**src/rtl/vend_pkg.sv**
```systemverilog
// Shared types and constants for the drink vending controller: drink/coin codes,
// sequencer states and the change denominations.
package vend_pkg;

  typedef enum logic [1:0] {TEA = 2'b00, COKE = 2'b01, COFFEE = 2'b10, MILK = 2'b11} drink_e;
  typedef enum logic [1:0] {COIN_1 = 2'b00, COIN_5 = 2'b01, COIN_10 = 2'b10, COIN_50 = 2'b11} coin_e;
  typedef enum logic [1:0] {COLLECT = 2'b00, DISPENSE = 2'b01, CHANGE = 2'b10} state_e;

  localparam logic [5:0] DENOM_10 = 6'd10;
  localparam logic [5:0] DENOM_5  = 6'd5;
  localparam logic [5:0] DENOM_1  = 6'd1;

  function automatic logic [5:0] coin_val(input logic [1:0] code);
    case (coin_e'(code))
      COIN_1:  return 6'd1;
      COIN_5:  return 6'd5;
      COIN_10: return 6'd10;
      default: return 6'd50;
    endcase
  endfunction

endpackage

```
**src/rtl/vend_change_sel.sv**
```systemverilog
// Greedy change picker: largest of 10/5/1 not exceeding the remaining credit,
// zero when nothing is owed.
module vend_change_sel
  import vend_pkg::*;
#(
  parameter int CREDIT_W = 8
) (
  input  logic [CREDIT_W-1:0] credit,
  output logic [5:0]          change_coin
);

  always_comb begin
    change_coin = 6'd0;
    if (credit >= CREDIT_W'(DENOM_10))     change_coin = DENOM_10;
    else if (credit >= CREDIT_W'(DENOM_5)) change_coin = DENOM_5;
    else if (credit != '0)                 change_coin = DENOM_1;
  end

endmodule

```
**src/rtl/vend_ctrl.sv**
```systemverilog
// Vending sequencer: collects coin credit, sells one drink per selection over a
// valid/ready handshake, then pays back the remaining credit one coin at a time.
module vend_ctrl
  import vend_pkg::*;
#(
  parameter int CREDIT_W     = 8,
  parameter int MAX_CREDIT   = 200,
  parameter int PRICE_TEA    = 10,
  parameter int PRICE_COKE   = 15,
  parameter int PRICE_COFFEE = 20,
  parameter int PRICE_MILK   = 25
) (
  input  logic                clk,
  input  logic                reset,
  input  logic                coin_valid,
  input  logic [1:0]          coin_value,
  output logic                coin_reject,
  input  logic                sel_valid,
  input  logic [1:0]          sel_drink,
  output logic                sel_deny,
  input  logic                cancel,
  output logic                drink_valid,
  output logic [1:0]          drink_id,
  input  logic                drink_ready,
  output logic                change_valid,
  output logic [5:0]          change_coin,
  input  logic                change_ready,
  output logic [CREDIT_W-1:0] total_coin,
  output logic                busy
);

  localparam int SUM_W = CREDIT_W + 1;

  if (MAX_CREDIT >= (1 << CREDIT_W)) begin : g_credit_range_check
    $error("vend_ctrl: MAX_CREDIT does not fit in CREDIT_W bits");
  end

  state_e              state, state_n;
  logic [CREDIT_W-1:0] credit, credit_n, price;
  logic [1:0]          drink_id_n;
  logic                coin_reject_n, sel_deny_n, drink_valid_n, change_valid_n, busy_n;
  logic [SUM_W-1:0]    base, coin_sum;

  vend_change_sel #(.CREDIT_W(CREDIT_W)) u_change_sel (
    .credit      (credit),
    .change_coin (change_coin)
  );

  always_comb begin
    case (drink_e'(sel_drink))
      TEA:     price = CREDIT_W'(PRICE_TEA);
      COKE:    price = CREDIT_W'(PRICE_COKE);
      COFFEE:  price = CREDIT_W'(PRICE_COFFEE);
      default: price = CREDIT_W'(PRICE_MILK);
    endcase
  end

  always_comb begin
    state_n       = state;
    credit_n      = credit;
    drink_id_n    = drink_id;
    coin_reject_n = 1'b0;
    sel_deny_n    = 1'b0;
    base          = {1'b0, credit};
    coin_sum      = '0;
    case (state)
      COLLECT: begin
        if (cancel) begin
          // Cancel wins the cycle: any coin alongside it goes straight back.
          coin_reject_n = coin_valid;
          if (credit != '0) state_n = CHANGE;
        end else begin
          if (sel_valid && (price <= credit)) begin
            base       = {1'b0, credit - price};
            drink_id_n = sel_drink;
            state_n    = DISPENSE;
          end else if (sel_valid) begin
            sel_deny_n = 1'b1;
          end
          if (coin_valid) begin
            coin_sum = base + SUM_W'(coin_val(coin_value));
            if (coin_sum <= SUM_W'(MAX_CREDIT)) base = coin_sum;
            else coin_reject_n = 1'b1;
          end
          credit_n = base[CREDIT_W-1:0];
        end
      end
      DISPENSE: begin
        coin_reject_n = coin_valid;
        sel_deny_n    = sel_valid;
        if (drink_valid && drink_ready) state_n = (credit != '0) ? CHANGE : COLLECT;
      end
      CHANGE: begin
        coin_reject_n = coin_valid;
        sel_deny_n    = sel_valid;
        if (credit == '0) begin
          state_n = COLLECT;
        end else if (change_valid && change_ready) begin
          credit_n = credit - CREDIT_W'(change_coin);
          if (credit_n == '0) state_n = COLLECT;
        end
      end
      default: state_n = COLLECT;
    endcase
    drink_valid_n  = (state_n == DISPENSE);
    change_valid_n = (state_n == CHANGE) && (credit_n != '0);
    busy_n         = (state_n != COLLECT);
  end

  always_ff @(posedge clk or negedge reset) begin
    if (!reset) begin
      state        <= COLLECT;
      credit       <= '0;
      drink_id     <= 2'b00;
      coin_reject  <= 1'b0;
      sel_deny     <= 1'b0;
      drink_valid  <= 1'b0;
      change_valid <= 1'b0;
      busy         <= 1'b0;
    end else begin
      state        <= state_n;
      credit       <= credit_n;
      drink_id     <= drink_id_n;
      coin_reject  <= coin_reject_n;
      sel_deny     <= sel_deny_n;
      drink_valid  <= drink_valid_n;
      change_valid <= change_valid_n;
      busy         <= busy_n;
    end
  end

  assign total_coin = credit;

endmodule
```
**config.mk**
```make
export PLATFORM = sky130hd
export DESIGN_NAME = vend_ctrl
export DESIGN_NICKNAME = d
export VERILOG_FILES = /design/src/rtl/vend_pkg.sv /design/src/rtl/vend_change_sel.sv /design/src/rtl/vend_ctrl.sv
export SDC_FILE = /design/constraint.sdc
export NUM_CORES = 1
export LEC_CHECK = 0
export CAP_MARGIN = 15
export CORE_MARGIN = 8
export CORE_UTILIZATION = 40
export CTS_CLUSTER_DIAMETER = 40
export CTS_CLUSTER_SIZE = 10
export DETAILED_ROUTE_END_ITERATION = 8
export DONT_BUFFER_PORTS = 1
export PLACE_DENSITY_LB_ADDON = 0.05
export SYNTH_ARGS = -nofsm -noshare
export SYNTH_HDL_FRONTEND = slang
export SYNTH_SLANG_ARGS = --single-unit
```
**constraint.sdc**
```tcl
create_clock -name clk -period 8.24 [get_ports clk]
set_input_delay 1.236 -clock clk [delete_from_list [all_inputs] [get_ports clk]]
set_output_delay 1.236 -clock clk [all_outputs]
set_load 0.02 [all_outputs]
```
======== Word-level counts from Yosys, hierarchy flattened ========
Index checks and enable logic that the tools add are counted.
storage, ports and cells
  output and inout bits ................... 21
  register bits after elaboration ......... 17
  input port bits ......................... 11
cells by class
  mux-type cells .......................... 34
  bitwise logic cells ..................... 1
  eq/ne operators ......................... 8
  reduce and logical (&&, ||, !) cells .... 14
  magnitude comparators ................... 4
  $add $sub $neg .......................... 3
operators by type and width
  kind                  count
  $mux W8               6
  $mux W6               5
  $mux W9               2
  $pmux W6 S3           1
  $logic_not A8 Y1      2
  $mux W2               8
  $pmux W8 S2           1
  $reduce_bool A8 Y1    2
  $pmux W5 S3           1
  $add A9 B6 Y9         1
  $le A9 B8 Y1 const B  1
  $eq A2 B1 Y1 const B  4
  $eq A2 B2 Y1 const B  4
  $ge A8 B3 Y1 const B  1
  $ge A8 B4 Y1 const B  1
  $le A8 B8 Y1          1
  $sub A8 B6 Y8         1
  $sub A8 B8 Y8         1
  $mux W1               7
  $logic_not A2 Y1      3
  $pmux W2 S3           1
  $logic_and A1 B1 Y1   4
  $pmux W1 S2           2
  $reduce_and A3 Y1     1
  3 further kinds       3

======== Logic depth before layout (Yosys ltp) ========
Gate-level depths: netlist of run 1.
  depth in word-level cells ............... 15
  gate-level depth with buffers ........... 23
  mapped depth without buffers ............ 22

======== Hierarchy ========
A second synthesis of run 1 with hierarchy kept.
second synthesis, totals
  cell total of the unflattened synthesis .. 261
  area total of the unflattened synthesis .. 2225.9 µm²
by module, submodules not included
  module           times used  cells an instance  area each (µm²)
  vend_ctrl        1           248                2130.8
  vend_change_sel  1           13                 95.1

======== Worst setup path after synthesis of run 1 ========
OpenSTA, ideal clock, no wires.
  path kind ............................... input -> register
  from .................................... input port sel_drink[0]
  to ...................................... register change_valid
  library setup time ...................... 0.120 ns
  cell stages on the path ................. 21
  data required time ...................... 8.120 ns
  buffers on the path ..................... 1
  setup slack ............................. 1.686 ns
  arrival ................................. 6.433 ns
  cells stage by stage .................... inv_1 -> ha_1 -> o21bai_1 -> ha_1 -> and4b_1 -> a31o_2 -> o31ai_2 -> clkbuf_1 -> mux2i_1 -> inv_1 -> ha_1 -> and3_1 -> a2111oi_2 -> xnor2_1 -> a211oi_1 -> maj3_1 -> o31ai_4 -> mux2i_1 -> o221ai_1 -> or4_1 -> o211a_1
on the way
  cells in the longest elaborated chain, start to end .. 15
  elaborated cells between the ends (all ways) .. 22
RTL lines
  item                                  RTL line          text
  start: declaration                    vend_ctrl.sv:19   input logic [1:0] sel_drink,
  $eq A2 B2 Y1 (tied with other cells)  vend_ctrl.sv:50   case (drink_e'(sel_drink))
  $pmux W5 S3 (*)                       vend_ctrl.sv:50
  $le A8 B8 Y1                          vend_ctrl.sv:73   if (sel_valid && (price <= credit)) begin
  $logic_and A1 B1 Y1                   vend_ctrl.sv:73
  $mux W8 (*)                           vend_ctrl.sv:73
  $mux W9 (*)                           vend_ctrl.sv:68   if (cancel) begin
  $mux W9 (*)                           vend_ctrl.sv:66   case (state)
  $add A9 B6 Y9                         vend_ctrl.sv:81   coin_sum = base + SUM_W'(coin_val(coin_value));
  $le A9 B8 Y1                          vend_ctrl.sv:82   if (coin_sum <= SUM_W'(MAX_CREDIT)) base = coin_sum;
  $mux W8                               vend_ctrl.sv:82
  $mux W8 (*)                           vend_ctrl.sv:80   if (coin_valid) begin
  $mux W8 (*)                           vend_ctrl.sv:68
  $pmux W8 S2 (*)                       vend_ctrl.sv:66
  named net credit_n[0]                 vend_ctrl.sv:39   logic [CREDIT_W-1:0] credit, credit_n, price;
  $reduce_bool A8 Y1 (*)                vend_ctrl.sv:106  change_valid_n = (state_n == CHANGE) && (credit_n != '0);
  $logic_and A1 B1 Y1 (*)               vend_ctrl.sv:106
  named net change_valid_n              vend_ctrl.sv:41   logic coin_reject_n, sel_deny_n, drink_valid_n, change_valid_n, busy_n;
  end signal: assignment                vend_ctrl.sv:127  change_valid <= change_valid_n;
  end: declaration                      vend_ctrl.sv:25   output logic change_valid,
Mark *: on every way through the listed nets, which the timed path passes. The rest lies on a longest branch. The select of a mux whose other input is x is not followed.
A chain may end at the register's enable or synchronous reset.

======== Final worst setup path of run 1 ========
Same ends and word-level chain as after synthesis.

==> flow_metrics.tcl, run 1 <==
set metrics [dict create \
    ir_drop_v 0.000159 \
    rsz0062_at_grt "false" \
    crit_path_max_fanout 11 \
    ys_types 57 \
    syn_inst 244 \
    worst_slew_pin_slew_ps 759 \
    ys_warn_count 0 \
    dp_hpwl_microns 4650 \
    overflow 0 \
    start_util_pct 40.6 \
    final_area_sq_um 2130 \
    p_total_mw 0.997 \
    holdBufCountCts 0 \
    clockBufferDepth 2 \
    path_class "in -> reg" \
    setup_violations 0 \
    syn_area_per_cell_sq_um 8.34 \
    place_area_sq_um 2080 \
    cts_tree "yes" \
    rows 26 \
    yosysSeqAreaShare_pct 20.9 \
    root_buffer "clkbuf_8" \
    grt_max_degree 18 \
    synth_top_area_cell "dfrtp_1" \
    viasPerCell 5.66 \
    port_buffers 0 \
    p_leak_nw 0.968 \
    cts_resized 0 \
    postRouteAntennaNets 0 \
    worstPathArrival_ps 6870 \
    dr.first_iter.drc_count 74 \
    synth_edf_count 0 \
    cts_buffers 3 \
    grt_usage_pct 15.2 \
    synth.area.top_cells "dfrtp_1 21%, ha_1 15%, o21ai_0 4.7%" \
    pwr-share-comb_pct 69.1 \
    async_reset_ff_share_pct 100 \
    drc 0 \
    die-area_sq_um 7630 \
    max-cap-violations 0 \
    timing.final.crit_share_pct 81.7 \
    cts_setup_buffers 0 \
    area_delta_synth_final_pct 4.49 \
    synthFlopType "dfrtp_1" \
    synth_area_sq_um 2040 \
    cts_sinks 17 \
    coreArea_sq_um 5010 \
    antenna_found_initial 0 \
    skew_ps 1.48 \
    powerDensity_nw_per_um2 469 \
    synth_seq_cells 17 \
    intPower_mw 0.445 \
    io_pins 32 \
    timing.final.crit_period_ps 6730 \
    finalWirelength_microns 5550 \
    p_sw_mw 0.552 \
    die_h_microns 87.3 \
    finalSetupTns_ps 0 \
    clk_pin_slew_ps 70 \
    worstPathRequired_ps 8380 \
    sw_frac_of_total_pct 55.4 \
    endpoint_kind "flip-flop" \
    clkPwrFrac_pct 6.4 \
    finalMaxSlewViolations 0 \
    finalWeightedCongestion 0.830 \
    die_width_microns 87.3 \
    first_global_vias 1814 \
    clkLatencyLatePin_ps 250 \
    htree_levels 1 \
    status "finished clean" \
    min_path_type "reg -> reg" \
    worstSetupStartpointType "input pin" \
    drive_above_1_share_pct 8.26 \
    finish.net_count 281 \
    wl_per_cell_microns 17.8 \
    num_vias 1766 \
    grt_pass1_wl_microns 9180 \
    hold_viol_final 0 \
    fmax_mhz 149 \
    slew_headroom_pct 48.9 \
    drt_pass1_iterations 4 \
    pwr-share-seq_pct 24.5 \
    synthDominantCellAreaShare_pct 20.9 \
    antenna_cells 0 \
]
state kept, by name (all words and copies together) (netlist names):
name and flops:
state 2, change_valid 1, sel_deny 1, busy 1
coin_reject 1, drink_id 2, drink_valid 1, total_coin 8
placed cells by master (no fill, tap or decap), drive strengths merged, types with 4 or more instances in the layout:
cell type and n:
nand2 23, a211oi 6, nor2b 6, xnor2 7, dfrtp 17, o221ai 4, mux2i 8, o31ai 6
nor3 7, nor2 16, xor2 4, and2 4, o21ai 19, ha 24, inv 19, a21oi 11
nand3 5, nand2b 5
final timing paths:
| kind | from | to | slack [ps] | cells past startpoint |
|---|---|---|---|---|
| max reg2reg | total_coin[0] | change_valid | 1970 | 21 |
| max | sel_drink[0] | change_valid | 1510 | 21 |
| min | drink_id[0] | drink_id[0] | 630 | 2 |
| min in group asynchronous | reset | busy | 670 | 0 |
| min reg2reg | drink_id[0] | drink_id[0] | 630 | 2 |
| max in group asynchronous | reset | total_coin[1] | 7500 | 0 |
Yosys cell counts (2+ instances only):
| master | n |
|---|---|
| a21oi_1 | 11 |
| ha_1 | 24 |
| nor3b_1 | 2 |
| a31oi_1 | 2 |
| a21o_1 | 2 |
| o221ai_1 | 3 |
| inv_1 | 19 |
| and3_1 | 2 |
| o21ai_0 | 19 |
| nor2b_1 | 6 |
| a211oi_1 | 6 |
| buf_4 | 3 |
| nand3_1 | 5 |
| and2_1 | 3 |
| or4_1 | 2 |
| nor3_1 | 7 |
| buf_6 | 2 |
| xor2_1 | 4 |
| nand2_1 | 23 |
| xnor2_1 | 7 |
| fa_1 | 3 |
| clkbuf_1 | 3 |
| a22oi_1 | 2 |
| a31o_2 | 2 |
| nor4_1 | 3 |
| nand2b_1 | 5 |
| mux2i_1 | 8 |
| o21a_1 | 2 |
| mux2_2 | 2 |
| dfrtp_1 | 17 |
| nor2_1 | 16 |
| o31ai_1 | 4 |
stage by stage:
stage               std cells  setup slack, ps  hold slack (ps)  util (%)
global route              312             1140              654      42.5
detailed placement        308             1230              628      41.5
global placement          308             1240              621      41.5
CTS                       312             1490              641      42.5
finish                    312             1510              630      42.5
floorplan                 245             1690              581         -
metal layers:
metal	track usage [%]	share of wire (%)	vias up	routed length, microns
met5	0	0	-	0
met4	3.13	0.61	0	34
met3	3.58	7.0	4	388
met2	26.0	48	36	2680
met1	18.7	44	854	2450
li1	-	-	872	-
power by group through the flow:
| stage | clock network [mW] | registers (mW) | logic, mW |
|---|---|---|---|
| after floorplan | 0 | 0.206 | 0.573 |
| after global placement | 0 | 0.251 | 0.694 |
| after detailed placement | 0 | 0.250 | 0.687 |
| after CTS | 0.0659 | 0.248 | 0.691 |
| after global routing | 0.0692 | 0.256 | 0.768 |
| final | 0.0637 | 0.245 | 0.689 |
kinds of logic (layout without fill, tap and decap cells):
group | count (synthesis) | in the layout | synth area share, %
flip-flops | 17 | 17 | 20.9
other | 1 | 2 | 0.184
adder cells (fa/ha/maj) | 28 | 28 | 18.2
AO/OA/AOI/OAI | 64 | 64 | 22.1
AND/OR/NAND/NOR | 84 | 84 | 21.6
XOR/XNOR | 11 | 11 | 4.73
multiplexers | 11 | 11 | 5.78
buffers and inverters | 28 | 25 | 6.51
worst max-delay path: stages:
cell and delay [ps]:
inv_1 50, ha_1 200, o21bai_1 240, ha_1 290
and4b_1 210, a31o_2 270, o31ai_2 330, buf_4 240
mux2i_1 410, inv_1 80, ha_1 270, a21o_1 220
a2111oi_2 430, xnor2_1 200, a211oi_1 100, maj3_1 420
o31ai_4 470, mux2i_1 270, o221ai_1 170, or4_1 540
o211a_1 220
area by class of cell:
class | count | area, sq um
clock buffer | 3 | 41.3
clock inverter | 1 | 5.00
fill | 552 | 2880
inverter | 19 | 71.3
multi-input combinational | 200 | 1480
sequential | 17 | 425
tap | 70 | 87.6
timing repair buffer | 2 | 15.0
No activity file was read; power rests on OpenSTA's default activity.
==> run 2: changes to the inputs <==
Clock period 8.24 ns to 5.55 ns, I/O delays scaled along.
==> run 2 against run 1 <==
Critical path depth is 1 higher. Non-clock buffer count is 54 higher. Cell count increased by 17%. Total power up 100%. Critical path type unchanged. Utilization rose by 13 points. Sequential power up 12%. Via count rose by 11%. Clock skew hardly changed. Cell area up 31%. Global-route usage increased by 1.2 points.
==> flow_metrics.tcl, run 2 (same netlist as run 1, synthesis figures left out) <==
set metrics [dict create \
    die_h_microns 87.3 \
    clk_pin_slew_ps 70 \
    path_depth 22 \
    fin_ws_ps 49.0 \
    highest_layer "met4" \
    rsz0062_at_grt "true" \
    layout_commonest_cell "buf_4" \
    io_pins 32 \
    crit_chain "inv_12 > ha_4 > o21bai_4 > ha_4 > and4b_1 > a31o_2 > o31ai_4 > buf_4 > mux2i_1 > inv_1 > ha_4 > and3_4 > a2111oi_4 > xnor2_2 > a211oi_2 > maj3_2 > o31ai_4 > buf_6 > mux2i_4 > o221ai_2 > or4_1 > o211a_1" \
    worstPathRequired_ps 5700 \
    root_buffer "clkbuf_8" \
    postRouteAntennaNets 0 \
    max-cap-violations 0 \
    rows 26 \
    first_global_vias 1987 \
    wirelength_met1_microns 2710 \
    place_area_sq_um 2530 \
    finish.net_count 335 \
    worst_slew_pin_slew_ps 709 \
    fmax_mhz 182 \
    wl_met2_microns 3020 \
    area_delta_synth_final_pct 37.0 \
    grt_pass1_wl_microns 9790 \
    path_class "in -> reg" \
    timing.final.crit_period_ps 5500 \
    cts_sinks 17 \
    timing.final.crit_share_pct 99.1 \
    antenna_cells 0 \
    regToRegSetupSlack_ps 180 \
    grt_usage_pct 16.4 \
    drc 0 \
    finalWeightedCongestion 0.870 \
    powerDensity_nw_per_um2 718 \
    drt_pass1_iterations 4 \
    viasPerCell 5.37 \
    hold_viol_final 0 \
    overflow 0 \
    final_area_sq_um 2790 \
    status "finished clean" \
    coreArea_sq_um 5010 \
    setup_violations 0 \
    p_total_mw 2.00 \
    die_width_microns 87.3 \
    num_vias 1967 \
    min_path_type "in -> async" \
    p_leak_nw 1.28 \
    holdBufCountCts 0 \
    dr.first_iter.drc_count 88 \
    htree_levels 1 \
    finalWirelength_microns 6220 \
    worstPathArrival_ps 5650 \
    cts_tree "yes" \
    final_cell_mix "54 x buf_4, 22 x nand2_1, 18 x ha_1" \
    drive_above_1_share_pct 35.5 \
    grt_max_degree 18 \
    path_buf_inv 4 \
    ir_drop_v 0.000334 \
    slowest_stage "or4_1" \
    skew_ps 1.33 \
    finalMaxSlewViolations 0 \
    port_buffers 0 \
    crit_top_cell "ha_4" \
    dp_hpwl_microns 5060 \
    endpoint_kind "flip-flop" \
    antenna_found_initial 0 \
    die-area_sq_um 7630 \
    largest_register_ffs 8 \
    cpLargestDelayFamily "compound AO/OA/AOI/OAI gates" \
    clkLatencyLatePin_ps 250 \
    wl_per_cell_microns 17.0 \
    clockBufferDepth 2 \
    r2r_cells 22 \
    cp_slowest_stage_delay_ps 490 \
    cts_buffers 3 \
    start_util_pct 40.6 \
    dr_wl_met3_microns 425 \
    worstSetupStartpointType "input pin" \
    crit_path_max_fanout 6 \
    place_ws_ps -330 \
    slew_headroom_pct 52.2 \
]
-- run 2: routing by layer --
| metal | global-route usage [%] | up-vias |
|---|---|---|
| met4 | 3.13 | 0 |
| met3 | 4.62 | 4 |
| li1 | - | 980 |
| met5 | 0 | - |
| met1 | 20.1 | 936 |
| met2 | 27.6 | 47 |
-- run 2: report_power, final --
group	switching (mW)	internal, mW
registers	0.0882	0.187
clock network	0.0448	0.0499
logic	0.855	0.777
total	0.988	1.01
-- run 2: worst register-to-register path: cells and delay by family (launching register included) --
kind	cells	cell delay [ps]
AOI/OAI and AO/OA	7	1670
adders and majority gates	4	1170
and+or+nand+nor	3	770
buffers and inverters	5	680
muxes	2	450
DFF	1	380
xor gates and xnor gates	1	170
-- run 2: stage by stage --
step | hold slack (ps) | setup TNS (ps) | util, % | instances
finish | 266 | 0 | 55.7 | 366
global route | 249 | -109 | 55.7 | 366
CTS | 261 | 0 | 51.8 | 357
detailed placement | 537 | -330 | 50.5 | 351
global placement | 537 | -296 | 50.5 | 351
floorplan | 537 | -107 | - | 245
-- run 2: cell type report --
| type | count | area [sq um] |
|---|---|---|
| clock buffers | 3 | 41.3 |
| fillers | 500 | 2220 |
| flip-flops and latches | 17 | 425 |
| well taps | 70 | 87.6 |
| repair buffers | 56 | 428 |
| clock inverters | 1 | 5.00 |
| multi-input cells | 200 | 1710 |
| inverters | 19 | 96.3 |
-- run 2: path summary, 6_finish.rpt --
kind,from,endpoint
worst min-delay path,reset,busy
worst min register to register,drink_id[0],drink_id[0]
max in group asynchronous,reset,total_coin[5]
worst max-delay path,sel_drink[0],change_valid
min in group clk,drink_id[0],drink_id[0]
worst max register to register,total_coin[0],change_valid
-- run 2: repair_timing --
action	4_1_cts	5_1_grt
resized for setup	1	28
buffers inserted	2	9
cloned	0	0
setup endpoints to repair	1	1
pin swaps	2	23
==> run 3: changes to the inputs <==
Settings changed: ABC_AREA set to 1.
==> run 3 against run 2 <==
First-iteration DRC count grew 23%. Clock skew grew 1.4 ps. Sequential share of layout area rose by 2.0 points. Utilization fell by 13 points. Clock-buffer cell count did not move. Synthesized cell count rose by 47%. Maximum frequency rose by 19%. Critical path type unchanged.
==> flow_metrics.tcl, run 3 <==
set metrics [dict create \
    viasPerCell 5.18 \
    p_leak_nw 1.28 \
    rows 28 \
    ir_drop_v 0.000255 \
    timing.rr.start "total_coin[0]" \
    worstPathRequired_ps 5700 \
    finalWeightedCongestion 0.935 \
    timing.final.crit_period_ps 4620 \
    synth_most_common_cell "nand2_1" \
    grt_usage_pct 15.4 \
    synthDominantCellAreaShare_pct 17.9 \
    rsz0062_at_grt "false" \
    overflow 0 \
    min_path_type "in -> async" \
    timing.final.crit_share_pct 83.2 \
    worstPathArrival_ps 4770 \
    grt_pass1_wl_microns 10900 \
    cts_setup_buffers 0 \
    endpoint_kind "flip-flop" \
    num_vias 2233 \
    worstSetupStartpointType "input pin" \
    path_class "in -> reg" \
    finalMaxSlewViolations 0 \
    met3_usage_pct 3.85 \
    wl_per_cell_microns 15.3 \
    cts_buffers 3 \
    r2r_cells 29 \
    seq_area_sq_um 425 \
    use_met2_pct 26.0 \
    finish.net_count 395 \
    clkLatencyLatePin_ps 250 \
    regToRegSetupSlack_ps 1020 \
    synth_commonest_cells "84 x nand2_1, 47 x inv_1, 26 x nor2_1" \
    layout_commonest_cell "nand2_1" \
    finalSetupTns_ps 0 \
    skew_ps 2.76 \
    cts_tree "yes" \
    holdBufCountCts 0 \
    coreArea_sq_um 5820 \
    fillCellCount 658 \
    synth_seq_cells 17 \
    start_util_pct 40.8 \
    finalWirelength_microns 6580 \
    area_delta_synth_final_pct 3.85 \
    root_buffer "clkbuf_8" \
    synthFlopType "dfrtp_1" \
    drt_pass1_iterations 4 \
    clockBufferDepth 2 \
    port_buffers 0 \
    clk_pin_slew_ps 70 \
    synth_area_sq_um 2370 \
    htree_levels 1 \
    largest_register_ffs 8 \
    multiInputGateArea_sq_um 1680 \
    max-cap-violations 0 \
    die_width_microns 93.0 \
    die-area_sq_um 8650 \
    yosysSeqAreaShare_pct 17.9 \
    synth_edf_count 0 \
    r2r_end "change_valid" \
    die_h_microns 93.0 \
    hold_viol_final 0 \
    crit_path_max_fanout 9 \
    cts_sinks 17 \
    dr.first_iter.drc_count 108 \
    cts_resized 0 \
    io_pins 32 \
    syn_inst 358 \
    busiest_layer "met2" \
    async_reset_ff_share_pct 100 \
    synth_top_area_cell "dfrtp_1" \
    fmax_mhz 217 \
    first_global_vias 2185 \
    slew_headroom_pct 60.6 \
    antenna_found_initial 0 \
    drive_above_1_share_pct 10.4 \
    dp_hpwl_microns 5500 \
    worst_slew_pin_slew_ps 590 \
    grt_max_degree 18 \
    place_ws_ps 700 \
    status "finished clean" \
    ys_warn_count 0 \
    use_met1_pct 19.9 \
    setup_violations 0 \
    fin_ws_ps 931 \
    ys_types 40 \
    syn_area_per_cell_sq_um 6.62 \
    powerDensity_nw_per_um2 706 \
    antenna_cells 0 \
    postRouteAntennaNets 0 \
    drc 0 \
    final_cell_mix "84 x nand2_1, 47 x inv_1, 26 x nor2_1" \
    synth.area.top_cells "dfrtp_1 18%, nand2_1 13%, ha_1 13%" \
]
## run 3: changes by cell type after synthesis, moves of 5 or more
cell | before | now
nand2_1 | 23 | 84
inv_1 | 19 | 47
nand3_1 | 5 | 25
a21oi_1 | 11 | 25
nand4_1 | 1 | 15
nand2_2 | 0 | 12
nor2_1 | 16 | 26
mux2i_1 | 8 | 0
a211oi_1 | 6 | 0
nor2b_1 | 6 | 0
nand2_4 | 0 | 5
nand2b_1 | 5 | 0
## run 3: power breakdown
part           internal (mW)  switching [mW]  leakage [nW]  total [mW]
Combinational          0.455           0.838          1.05        1.29
Clock                 0.0505          0.0462        0.0217      0.0968
Sequential             0.185           0.163         0.207       0.349
## run 3: logic make-up (layout without fill, tap and decap cells)
family | Yosys count | after routing | share of synthesized area, %
and+or+nand+nor | 185 | 185 | 38.4
buffers and inverters | 62 | 59 | 11.3
AOI/OAI and AO/OA | 56 | 56 | 13.3
adders and majority gates | 27 | 27 | 15.2
DFF | 17 | 17 | 17.9
xor gates and xnor gates | 10 | 10 | 3.69
other | 1 | 2 | 0.158
## run 3: final cells by class
| class | instances | share of cell area [%] |
|---|---|---|
| Clock inverter | 1 | 0.305 |
| Clock buffer | 3 | 1.68 |
| Timing Repair Buffer | 1 | 0.305 |
| Multi-Input combinational cell | 280 | 68.3 |
| Tap cell | 75 | 3.81 |
| Inverter | 54 | 8.33 |
| Sequential cell | 17 | 17.3 |
## run 3: how the worst max path moves through the flow
stage	start	to	slack, ps
floorplan	sel_drink[0]	change_valid	1170
global placement	sel_drink[0]	change_valid	800
detailed placement	sel_drink[0]	change_valid	700
CTS	sel_drink[0]	change_valid	950
global route	sel_drink[0]	change_valid	420
finish	sel_drink[0]	change_valid	930
## run 3: metrics by stage
step                cells  hold WS [ps]  util (%)  power, mW  area [sq um]
detailed placement    427           537      41.5       1.64          2410
finish                431           263      42.3       1.74          2460
global placement      427           537      41.5       1.65          2410
global route          431           252      42.3       1.93          2460
CTS                   431           259      42.3       1.75          2460
floorplan             359           537         -       1.36          2370
## run 3: critical path, cell delays in order
cell,delay (ps)
inv_1,50
ha_1,200
o21bai_1,260
fa_1,290
nand2_1,80
nand2_2,90
nand4_1,90
nand2_2,130
nand2_4,90
o21ai_0,280
ha_1,260
inv_1,70
fa_1,410
o21ai_0,220
xnor2_1,160
o21ai_0,120
nor2_1,180
nor2_4,70
nand2_4,120
nand3_4,110
nand2_1,80
nand3_1,80
nand2_1,100
nand2_2,60
nor2_2,110
nand2_1,70
nor2_1,100
nor2_1,40
## run 3: per-layer routing
metal,share of wire [%],wire (microns),up-vias
met4,0.41,27,0
met3,7.3,479,4
met5,0,0,-
li1,-,-,1171
met2,46,3050,57
met1,46,3020,1001
